--- config.mk ---
export PLATFORM = sky130hd
export DESIGN_NAME = pipe_stage_chain_flat
export DESIGN_NICKNAME = d
export VERILOG_FILES = /design/src/rtl/pipe_stage_chain_if.sv /design/src/rtl/pipe_stage_chain.sv /design/src/flat_wrapper.sv
export SDC_FILE = /design/constraint.sdc
export NUM_CORES = 1
export LEC_CHECK = 0
export CAP_MARGIN = 20
export CORE_UTILIZATION = 35
export DETAILED_ROUTE_END_ITERATION = 16
export HOLD_SLACK_MARGIN = 0.08
export SYNTH_ARGS = -nofsm -noshare
export SYNTH_HDL_FRONTEND = slang
export SYNTH_SLANG_ARGS = --single-unit
--- constraint.sdc ---
create_clock -name clk -period 5.32 [get_ports clk]
set_input_delay 0.798 -clock clk [delete_from_list [all_inputs] [get_ports clk]]
set_output_delay 0.798 -clock clk [all_outputs]
set_load 0.03 [all_outputs]
--- src/rtl/pipe_stage_chain_if.sv ---
// Producer/consumer handshake, per-stage flush mask and status counters for pipe_stage_chain.
// master drives the chain's inputs; slave is the chain itself.
interface pipe_stage_chain_if #(
   parameter int WIDTH = 16,
   parameter int DEPTH = 3
);
   localparam int OCC_W = $clog2(DEPTH + 1);

   logic             in_valid;
   logic [WIDTH-1:0] in_data;
   logic             in_ready;
   logic             out_valid;
   logic [WIDTH-1:0] out_data;
   logic             out_ready;
   logic [DEPTH-1:0] flush;
   logic [OCC_W-1:0] occupancy;
   logic [15:0]      stall_cnt;

   modport master (
      output in_valid, in_data, out_ready, flush,
      input  in_ready, out_valid, out_data, occupancy, stall_cnt
   );

   modport slave (
      input  in_valid, in_data, out_ready, flush,
      output in_ready, out_valid, out_data, occupancy, stall_cnt
   );
endinterface

--- src/rtl/pipe_stage_chain.sv ---
// Elastic WIDTH x DEPTH valid/ready register chain with per-stage flush; DEPTH-cycle latency, 1 item/cycle.
// Backpressure: with PIPE_COLLAPSE_EN bubbles compress under stall, otherwise every stage freezes together.
module pipe_stage_chain #(
   parameter int WIDTH = 16,
   parameter int DEPTH = 3
) (
   input logic               clk,
   input logic               rst,
   pipe_stage_chain_if.slave bus
);
   localparam int OCC_W = $clog2(DEPTH + 1);

   logic [DEPTH-1:0]            v;
   logic [DEPTH-1:0]            lv;
   logic [DEPTH-1:0]            acc;
   logic [DEPTH-1:0]            src_v;
   logic [DEPTH-1:0]            v_nxt;
   logic [DEPTH-1:0][WIDTH-1:0] d;
   logic [DEPTH-1:0][WIDTH-1:0] src_d;
   logic [OCC_W-1:0]            occ_nxt;
   logic [OCC_W-1:0]            occupancy;
   logic [15:0]                 stall_cnt;

   // A flushed item is dead this cycle: it neither leaves nor advances.
   assign lv = v & ~bus.flush;

`ifdef PIPE_COLLAPSE_EN
   always_comb begin
      acc = '0;
      acc[DEPTH-1] = ~lv[DEPTH-1] | bus.out_ready;
      for (int i = DEPTH - 2; i >= 0; i--) begin
         acc[i] = ~lv[i] | acc[i+1];
      end
   end
`else
   logic en;
   assign en  = ~(lv[DEPTH-1] & ~bus.out_ready);
   assign acc = {DEPTH{en}};
`endif

   always_comb begin
      src_v    = '0;
      src_d    = '0;
      v_nxt    = '0;
      occ_nxt  = '0;
      src_v[0] = bus.in_valid;
      src_d[0] = bus.in_data;
      for (int i = 1; i < DEPTH; i++) begin
         src_v[i] = lv[i-1];
         src_d[i] = d[i-1];
      end
      for (int i = 0; i < DEPTH; i++) begin
         v_nxt[i] = acc[i] ? src_v[i] : lv[i];
         occ_nxt  = occ_nxt + OCC_W'(v_nxt[i]);
      end
   end

   always_ff @(posedge clk) begin
      if (rst) begin
         v         <= '0;
         d         <= '0;
         occupancy <= '0;
         stall_cnt <= '0;
      end else begin
         v         <= v_nxt;
         occupancy <= occ_nxt;
         for (int i = 0; i < DEPTH; i++) begin
            if (acc[i] && src_v[i]) begin
               d[i] <= src_d[i];
            end
         end
         if (lv[DEPTH-1] && !bus.out_ready && stall_cnt != 16'hFFFF) begin
            stall_cnt <= stall_cnt + 16'd1;
         end
      end
   end

   assign bus.in_ready  = acc[0] & ~rst;
   assign bus.out_valid = lv[DEPTH-1];
   assign bus.out_data  = d[DEPTH-1];
   assign bus.occupancy = occupancy;
   assign bus.stall_cnt = stall_cnt;
endmodule

--- src/flat_wrapper.sv ---
// flat-port wrapper written by rule: the top's interface ports become plain ports
module pipe_stage_chain_flat 
#(
   parameter int WIDTH = 16,
   parameter int DEPTH = 3
)
  (clk, rst, bus_in_valid, bus_in_data, bus_out_ready, bus_flush, bus_in_ready, bus_out_valid, bus_out_data, bus_occupancy, bus_stall_cnt);
  pipe_stage_chain_if #(.WIDTH(WIDTH), .DEPTH(DEPTH)) bus_i ();
  input logic clk;
  input logic rst;
  input wire logic [$bits(bus_i.in_valid)-1:0] bus_in_valid;
  input wire logic [$bits(bus_i.in_data)-1:0] bus_in_data;
  input wire logic [$bits(bus_i.out_ready)-1:0] bus_out_ready;
  input wire logic [$bits(bus_i.flush)-1:0] bus_flush;
  output wire logic [$bits(bus_i.in_ready)-1:0] bus_in_ready;
  output wire logic [$bits(bus_i.out_valid)-1:0] bus_out_valid;
  output wire logic [$bits(bus_i.out_data)-1:0] bus_out_data;
  output wire logic [$bits(bus_i.occupancy)-1:0] bus_occupancy;
  output wire logic [$bits(bus_i.stall_cnt)-1:0] bus_stall_cnt;
  assign bus_i.in_valid = bus_in_valid;
  assign bus_i.in_data = bus_in_data;
  assign bus_i.out_ready = bus_out_ready;
  assign bus_i.flush = bus_flush;
  assign bus_in_ready = bus_i.in_ready;
  assign bus_out_valid = bus_i.out_valid;
  assign bus_out_data = bus_i.out_data;
  assign bus_occupancy = bus_i.occupancy;
  assign bus_stall_cnt = bus_i.stall_cnt;
  pipe_stage_chain #(.WIDTH(WIDTH), .DEPTH(DEPTH)) u_core (.clk(clk), .rst(rst), .bus(bus_i));
endmodule
; ---- Word level (Yosys, flattened, before mapping)
; Cells that the tools add are included.
[word_totals]
inputBits = 23
output_inout_bits = 36
register_bits = 69
wordCells = 26
[op_classes]
add_sub_neg = 3
n_bitwise = 7
eq_ne = 1
mux = 3
n_reduce_logical = 6
[op_table]
columns = cell, n
row1 = adder 16 x 1 -> 16 bit (second input constant), 1
row2 = != test 16 bit (second input constant), 1
row3 = logical AND 1 bit, 5
row4 = bitwise AND 3 bit, 1
row5 = 2-to-1 mux 1 bit, 3
row6 = inverter 1 bit, 3
row7 = inverter 3 bit, 1
row8 = adder 1 x 1 -> 2 bit, 1
row9 = adder 2 x 1 -> 2 bit, 1
row10 = bitwise AND 1 bit, 2
row11 = zero test 1 bit, 1

; ---- Depth between registers and ports, before layout
[logic_depth]
depth_word = 6
ltp_mapped = 7
mapped_depth_nobuf = 5

; ---- Worst setup path before layout
; Ideal clock, no wire load.
[synth_timing]
kind = input to register
startpoint = input port bus_out_ready
endpoint = register u_core.occupancy[0] (netlist: u_core.bus.occupancy[0])
t_arrival_ns = 2.371
n_path_buf = 2
setup_ns = 0.066
required_time_ns = 5.254
path_slack_ns = 2.882
stages = 7
path_cell_list = or3b_1 -> clkbuf_1 -> and2_1 -> clkbuf_1 -> a31oi_1 -> fa_1 -> nor2_1
[synth_between]
elab_chain_cells = 5
elab_cells_between_ends = 7
cone_classes = add/sub (2) / mux (3) / bitwise (2)
[synth_rtl]
columns = item, line_no
row1 = from (decl), flat_wrapper.sv:13  ; input wire logic [$bits(bus_i.out_ready)-1:0] bus_out_ready;
row2 = inverter 1 bit (*), pipe_stage_chain.sv:37  ; assign en = ~(lv[DEPTH-1] & ~bus.out_ready);
row3 = bitwise AND 1 bit (*), pipe_stage_chain.sv:37
row4 = 2-to-1 mux 1 bit, pipe_stage_chain.sv:53  ; v_nxt[i] = acc[i] ? src_v[i] : lv[i];
row5 = adder 1 x 1 -> 2 bit, pipe_stage_chain.sv:54  ; occ_nxt = occ_nxt + OCC_W'(v_nxt[i]);
row6 = adder 2 x 1 -> 2 bit (*), pipe_stage_chain.sv:54
row7 = to (signal assigned), pipe_stage_chain.sv:66  ; occupancy <= occ_nxt;
row8 = to (decl), pipe_stage_chain.sv:21  ; logic [OCC_W-1:0] occupancy;
; Every way passes the cells marked *; elsewhere a longest branch is shown, timed or not.
; A chain may end at the register's enable or synchronous reset.

; ---- Worst setup path after layout
[layout_timing]
startpoint = input port bus_flush[2]
endpoint = output port bus_in_ready
[layout_between]
elab_chain_cells = 5
[layout_rtl]
columns = item, line_no
row1 = from (decl), flat_wrapper.sv:14  ; input wire logic [$bits(bus_i.flush)-1:0] bus_flush;
row2 = inverter 3 bit, pipe_stage_chain.sv:25  ; assign lv = v & ~bus.flush;
row3 = bitwise AND 3 bit, pipe_stage_chain.sv:25
row4 = bitwise AND 1 bit, pipe_stage_chain.sv:37
row5 = inverter 1 bit, pipe_stage_chain.sv:37
row6 = bitwise AND 1 bit, pipe_stage_chain.sv:78  ; assign bus.in_ready = acc[0] & ~rst;
row7 = to (decl), flat_wrapper.sv:15  ; output wire logic [$bits(bus_i.in_ready)-1:0] bus_in_ready;
; No other way between the ends.

==> impl_metrics.yaml <==
placed_design:
  gp_congestion: 0.789
  dpl_cell_area_um2: 3340
  place_hpwl_um: 4100
  post-place-cells: 473
  portBuffers: 58
  dp_worst_setup_slack_ps: 1940
timing:
  max_slew_margin: 0.461
  fin_skew_ps: 5.52
  drv_slew: 0
  fin_crit_sh: 0.630
  min_period_ps: 3350
  timing.hold.ws_ps: 452
  worstMarginPinSlew_ps: 802
  fmax_mhz: 299
  setup_tns_ps: 0
  hold_violations: 0
  setup_viol: 0
  rsz0062_at_grt: "false"
  setup_ws_ps: 1970
yosys:
  yosysMostFrequentCell: "nand2_1"
  syn-mean-instance-area_um2: 8.22
  synth_nets: 372
  synthArstFlopShare: 0
  netlist_instances: 347
  synth_edf_count: 0
  synthTopCellsByArea: "dfxtp_1 (48%), nand2_1 (14%), a21oi_1 (11%)"
  ys_ff_latch: 69
  post-synth-top-area-cell: "dfxtp_1"
  ys.warnings.count: 0
  seq_area_frac_synth: 0.484
  synth_flop_cell: "dfxtp_1"
  synth_top_area_frac: 0.484
  synth_cell_type_count: 40
  synthTopCellsByCount: "nand2_1 (104), dfxtp_1 (69), a21oi_1 (61), buf_4 (17), nor2_1 (12)"
  syn_area_um2: 2850
floorplan:
  dieArea_um2: 8510
  die_y_um: 92.3
  die_width_um: 92.3
  core_um2: 7810
  initial_core_util: 0.365
  rows: 32
  num_io_pins: 59
setup_path:
  cp-end-kind: "output port"
  crit_type: "in2out"
  critPathLaunchType: "input port"
  arrival_ps: 2550
  crit_required_ps: 4520
  cp_max_fo: 11
clock_network:
  tritoncts: "built"
  cts-root-buf: "clkbuf_8"
  cts_max_path_buffers: 2
  cts-htree-levels: 3
  clk_pin_slew_ps: 70
  numCtsBuffers: 9
  postCtsSetupRepairBufs: 0
  cts_resized: 0
  cts_hold_repair.buffers: 0
  clk_latency_ps: 350
  cts.sinks: 69
status:
  status: "finished clean"
cells_and_area:
  fin_cells: 488
  final_cell_area_um2: 3550
  area_delta_synth_final_pct: 24.7
  drive_gt1_frac: 0.0699
  finalNetCount: 407
  diodes: 0
  final.fill_count: 814
power:
  leakage_nw: 1.21
  ir_drop_v: 0.000167
  cellPowerDensity_nw_per_um2: 294
global_route:
  grt_pass1_wl_um: 10500
  overflow: 0
  grt_usage: 0.159
  antenna_found_initial: 0
  grt_max_degree: 70
  grt_pass1_vias: 2211
routing:
  topRoutingLayerUsed: "met4"
  met2_length_um: 2730
  wl_met3_um: 300
  drt_iter0_drc: 105
  wl_per_cell_um: 12.6
  drcViolationCount: 0
  firstDrtPassIters: 4
  drtAntennaViolNets: 0
  wl_met1_um: 3050
  num_vias: 2334
  finalWirelength_um: 6140
  avgViaCountPerCell: 4.78
flow_run:
  cap_violations: 0
min_path:
  hp-class: "reg2reg"
==> sequential cells by signal, summed over array words and instances, names as in the netlist <==
signal,flops
u_core.bus.stall_cnt,16
u_core.v,3
u_core.bus.occupancy,2
u_core.d,32
u_core.bus.out_data,16
==> path summary, 6_finish.rpt <==
kind	cells past startpoint	from	endpoint	slack, ps
worst max register to register	5	u_core.v[2]	u_core.bus.occupancy[0]	3170
worst max-delay path	4	bus_flush[2]	bus_in_ready	1970
worst min-delay path	2	u_core.d[14]	u_core.d[30]	450
worst min register to register	2	u_core.d[14]	u_core.d[30]	450
==> layer usage <==
layer  track usage  vias to the layer above
li1              -                     1226
met1         0.202                     1051
met5             0                        -
met2         0.248                       50
met4        0.0560                        0
met3        0.0539                        7
==> area by class of cell <==
cell class                 instances  area [µm²]  share of cell area
inverter                           4        15.0             0.00422
clock buffer                       9         124              0.0348
tap                              102         128              0.0359
clock inverter                     6        88.8              0.0250
sequential                        69        1380               0.389
timing repair buffer              59         583               0.164
multi-input combinational        239        1230               0.347
==> where the power goes <==
part	switching (mW)	total [mW]	internal, mW
clock network	0.200	0.461	0.261
registers	0.00460	0.531	0.526
logic	0.0305	0.0543	0.0238
==> stage by stage <==
stage / util / power, mW
floorplan: - / 0.573
global route: 0.455 / 1.09
global placement: 0.428 / 0.597
detailed placement: 0.428 / 0.598
CTS: 0.455 / 1.06
finish: 0.455 / 1.05
==> cells in the final DEF, fill, tap and decap left out, types with 2 or more instances in the layout <==
master	Yosys	layout
inv_1	4	4
nand2_1	104	104
o41ai_1	3	3
nand4_1	5	5
nand4_2	2	2
o21ai_0	6	6
nand3_1	4	4
or3_1	4	4
or4b_1	2	2
a21oi_1	61	61
nor3_1	2	2
o31ai_1	3	3
bufinv_16	0	2
and3_1	2	2
nor2b_1	3	3
dfxtp_1	69	69
clkdlybuf4s50_1	0	57
or4_1	4	4
and2_1	5	5
nor2_1	12	12
clkbuf_8	1	9
clkinvlp_4	0	2
==> critical path, cell delays in order <==
cell             delay [ps]
clkdlybuf4s50_1         450
nor3b_2                 600
nor2_1                   80
clkdlybuf4s50_1         620
==> cell families (layout without fill, tap and decap cells) <==
logic type / count (synthesis) / after routing / synth area share
flip-flops: 69 / 69 / 0.484
adder cells (fa/ha/maj): 2 / 2 / 0.0114
buffers and inverters: 39 / 78 / 0.0825
multiplexers: 2 / 2 / 0.00746
AO/OA/AOI/OAI: 78 / 78 / 0.150
AND/OR/NAND/NOR: 157 / 157 / 0.265
No activity file was read; power rests on OpenSTA's default activity.
==> RTL change: new RTL, config.mk and constraints unchanged <==
Build with the macro `PIPE_COLLAPSE_EN` defined.
--- a/src/rtl/pipe_stage_chain.sv
+++ b/src/rtl/pipe_stage_chain.sv
@@ -2,2 +2,4 @@
 // Backpressure: with PIPE_COLLAPSE_EN bubbles compress under stall, otherwise every stage freezes together.
+`define PIPE_COLLAPSE_EN
+
 module pipe_stage_chain #(
Formal check against the unedited RTL: not equivalent (Yosys sat finds a counterexample within 4 cycles, from zero or initial values and one cycle with rst high).
==> RTL change against the unedited design <==
- synthesized cell count down 11%
- design area increased by 1.8%
- worst hold slack is essentially flat
- power hardly changed
- synthesized area shrank 0.61%
- setup slack got worse by 0.16 ns
- global-route usage fell by 0.85 points
- wire length down 2.9%
- sequential cell count is the same
- critical path depth up 1
==> RTL change: results (changes against the unedited design) <==
- P_int: 815 uW (+0.55%)
- Outcome: complete, no violations
- Fill cells: 773 (-5.0%)
- CTS Buffer Depth: 2 (unchanged)
- YS warnings: 0 (unchanged)
- Comb power frac: 5.9% (+0.7 points)
- Sequential area share after synthesis: 48.7% (+0.30 points)
- Routed vias/inst: 4.85 (+1.4%)
- Worst Tran Pin Value: 0.812 ns (+0.0101 ns)
- M1 GR Usage: 20.6% (+0.34 points)
- Distinct cells, synth: 35 (-13%)
- Critical Path Fanout Max: 12 (+1)
- R2R depth: 4 (-1)
- Placed Area: 0.00337 sq mm (+0.90%)
- Placer congestion estimate: 0.714 (-9.5%)
- Via count: 2,225 (-4.7%)
- Initial antenna violation count: 0 (unchanged)
- Avg WL per Cell: 13.0 um (+3.3%)
- Latest clock arrival within the worst-skew pair: 0.34 ns
- Layout Nets: 377 (-7.4%)
- Layout cells sized above 1: 7.84% (+0.85 points)
- GRT met2 Usage: 22.0% (-2.9 points)
- Overall Global Routing Usage: 15.0% (-0.85 points)
- First-pass GRT wire length: 9900 um (-6.1%)
- Met3 Usage GRT: 4.06% (-1.3 points)
- First drt pass iteration count: 4 (unchanged)
- Post-synth ARST share: 0% (unchanged)
- Post-Place Worst Slack: 1.81 ns (-0.125 ns)
- Hold_sp: u_core.d[27]$_SDFFE_PP0P_
- Vias in the first global route: 2,052 (-7.2%)
- Detailed placement HPWL: 3880 um (-5.3%)
- Dpl cells: 442 (-6.6%)
- CTS Buf Count: 9 (unchanged)
- Final Instance Area: 0.00362 sq mm (+1.8%)
- Antenna diodes: 0 (unchanged)
- Hold EP: u_core.bus.out_data[11]$_SDFFE_PP0P_
- Syn Nets: 334 (-10%)
- FF-to-FF setup slack: 3.20 ns (+0.03 ns)
- Most common library cells after synthesis: dfxtp_1 (69), nor2_1 (42), nand2_1 (39)
- Worst clock skew: 0.00737 ns (+0.00184 ns)
- Leak: 1.25 nW (+3.2%)
- Initial drt markers: 64 (-39%)
- Largest stage delay, worst path: 0.62 ns (about the same)
- Hold Slack: 0.452 ns (-0.000325 ns)
- Antenna Violating Nets Remaining: 0 (unchanged)
- CTS clk-pin slew, worst paths: 0.07 ns (about the same)
- Post-CTS setup buffer count: 0 (unchanged)
- Post-Syn Area per Cell: 9.17 sq um (+12%)
- CP Data Arrival Time: 2.71 ns (+0.16 ns)
- Max rail drop VDD: 0.110 mV (-34%)
- Largest net degree at the start of global routing: 71 (+1.4%)
- Largest cells by area after synthesis: dfxtp_1 (49%), mux2i_1 (11%), nor2_1 (5.6%), a21oi_1 (5.5%), nand2_1 (5.2%)
==> RTL change: layer usage <==
layer | vias to the layer above | wire [um]
li1 | 1148 | -
met1 | 1034 | 3040
met2 | 36 | 2660
met3 | 7 | 172
met4 | 0 | 91
met5 | - | 0
==> RTL change: logic make-up (layout without fill, tap and decap cells) <==
| group | after synthesis | after routing | share of synthesized area, % |
|---|---|---|---|
| and+or+nand+nor | 122 | 122 | 20.8 |
| DFF | 69 | 69 | 48.7 |
| AOI/OAI and AO/OA | 51 | 51 | 10.9 |
| buffers and inverters | 33 | 81 | 7.15 |
| muxes | 32 | 32 | 11.3 |
| adders and majority gates | 2 | 2 | 1.15 |
==> RTL change: worst max path at each step <==
stage,from,end,slack (ns)
2_1_floorplan,bus_flush[2],bus_in_ready,2.73
3_3_place_gp,bus_flush[2],bus_in_ready,1.84
3_5_place_dp,bus_flush[2],bus_in_ready,1.81
4_1_cts,bus_flush[2],bus_in_ready,1.81
5_1_grt,bus_flush[2],bus_in_ready,1.67
6_report,bus_flush[2],bus_in_ready,1.81
==> RTL change: final cells by class <==
| cell class | count | share of cell area, % |
|---|---|---|
| multi-input combinational | 207 | 34.5 |
| clock inverter | 4 | 1.49 |
| tap | 102 | 3.53 |
| timing repair buffer | 63 | 17.5 |
| sequential | 69 | 38.2 |
| clock buffer | 12 | 4.56 |
| inverter | 2 | 0.207 |
==> RTL change: power groups by stage <==
| stage | clock, mW | sequential [mW] | combinational (mW) |
|---|---|---|---|
| 5_1_grt | 0.490 | 0.533 | 0.0672 |
| 3_3_place_gp | 0 | 0.544 | 0.0597 |
| 4_1_cts | 0.470 | 0.532 | 0.0604 |
| 3_5_place_dp | 0 | 0.544 | 0.0602 |
| 2_1_floorplan | 0 | 0.544 | 0.0334 |
| 6_report | 0.453 | 0.532 | 0.0616 |
==> RTL change: tightest hold or removal path, cell delays in order, from the launching register on <==
cell     delay (ns)
dfxtp_1        0.31
nand2_1        0.05
a21oi_1        0.05
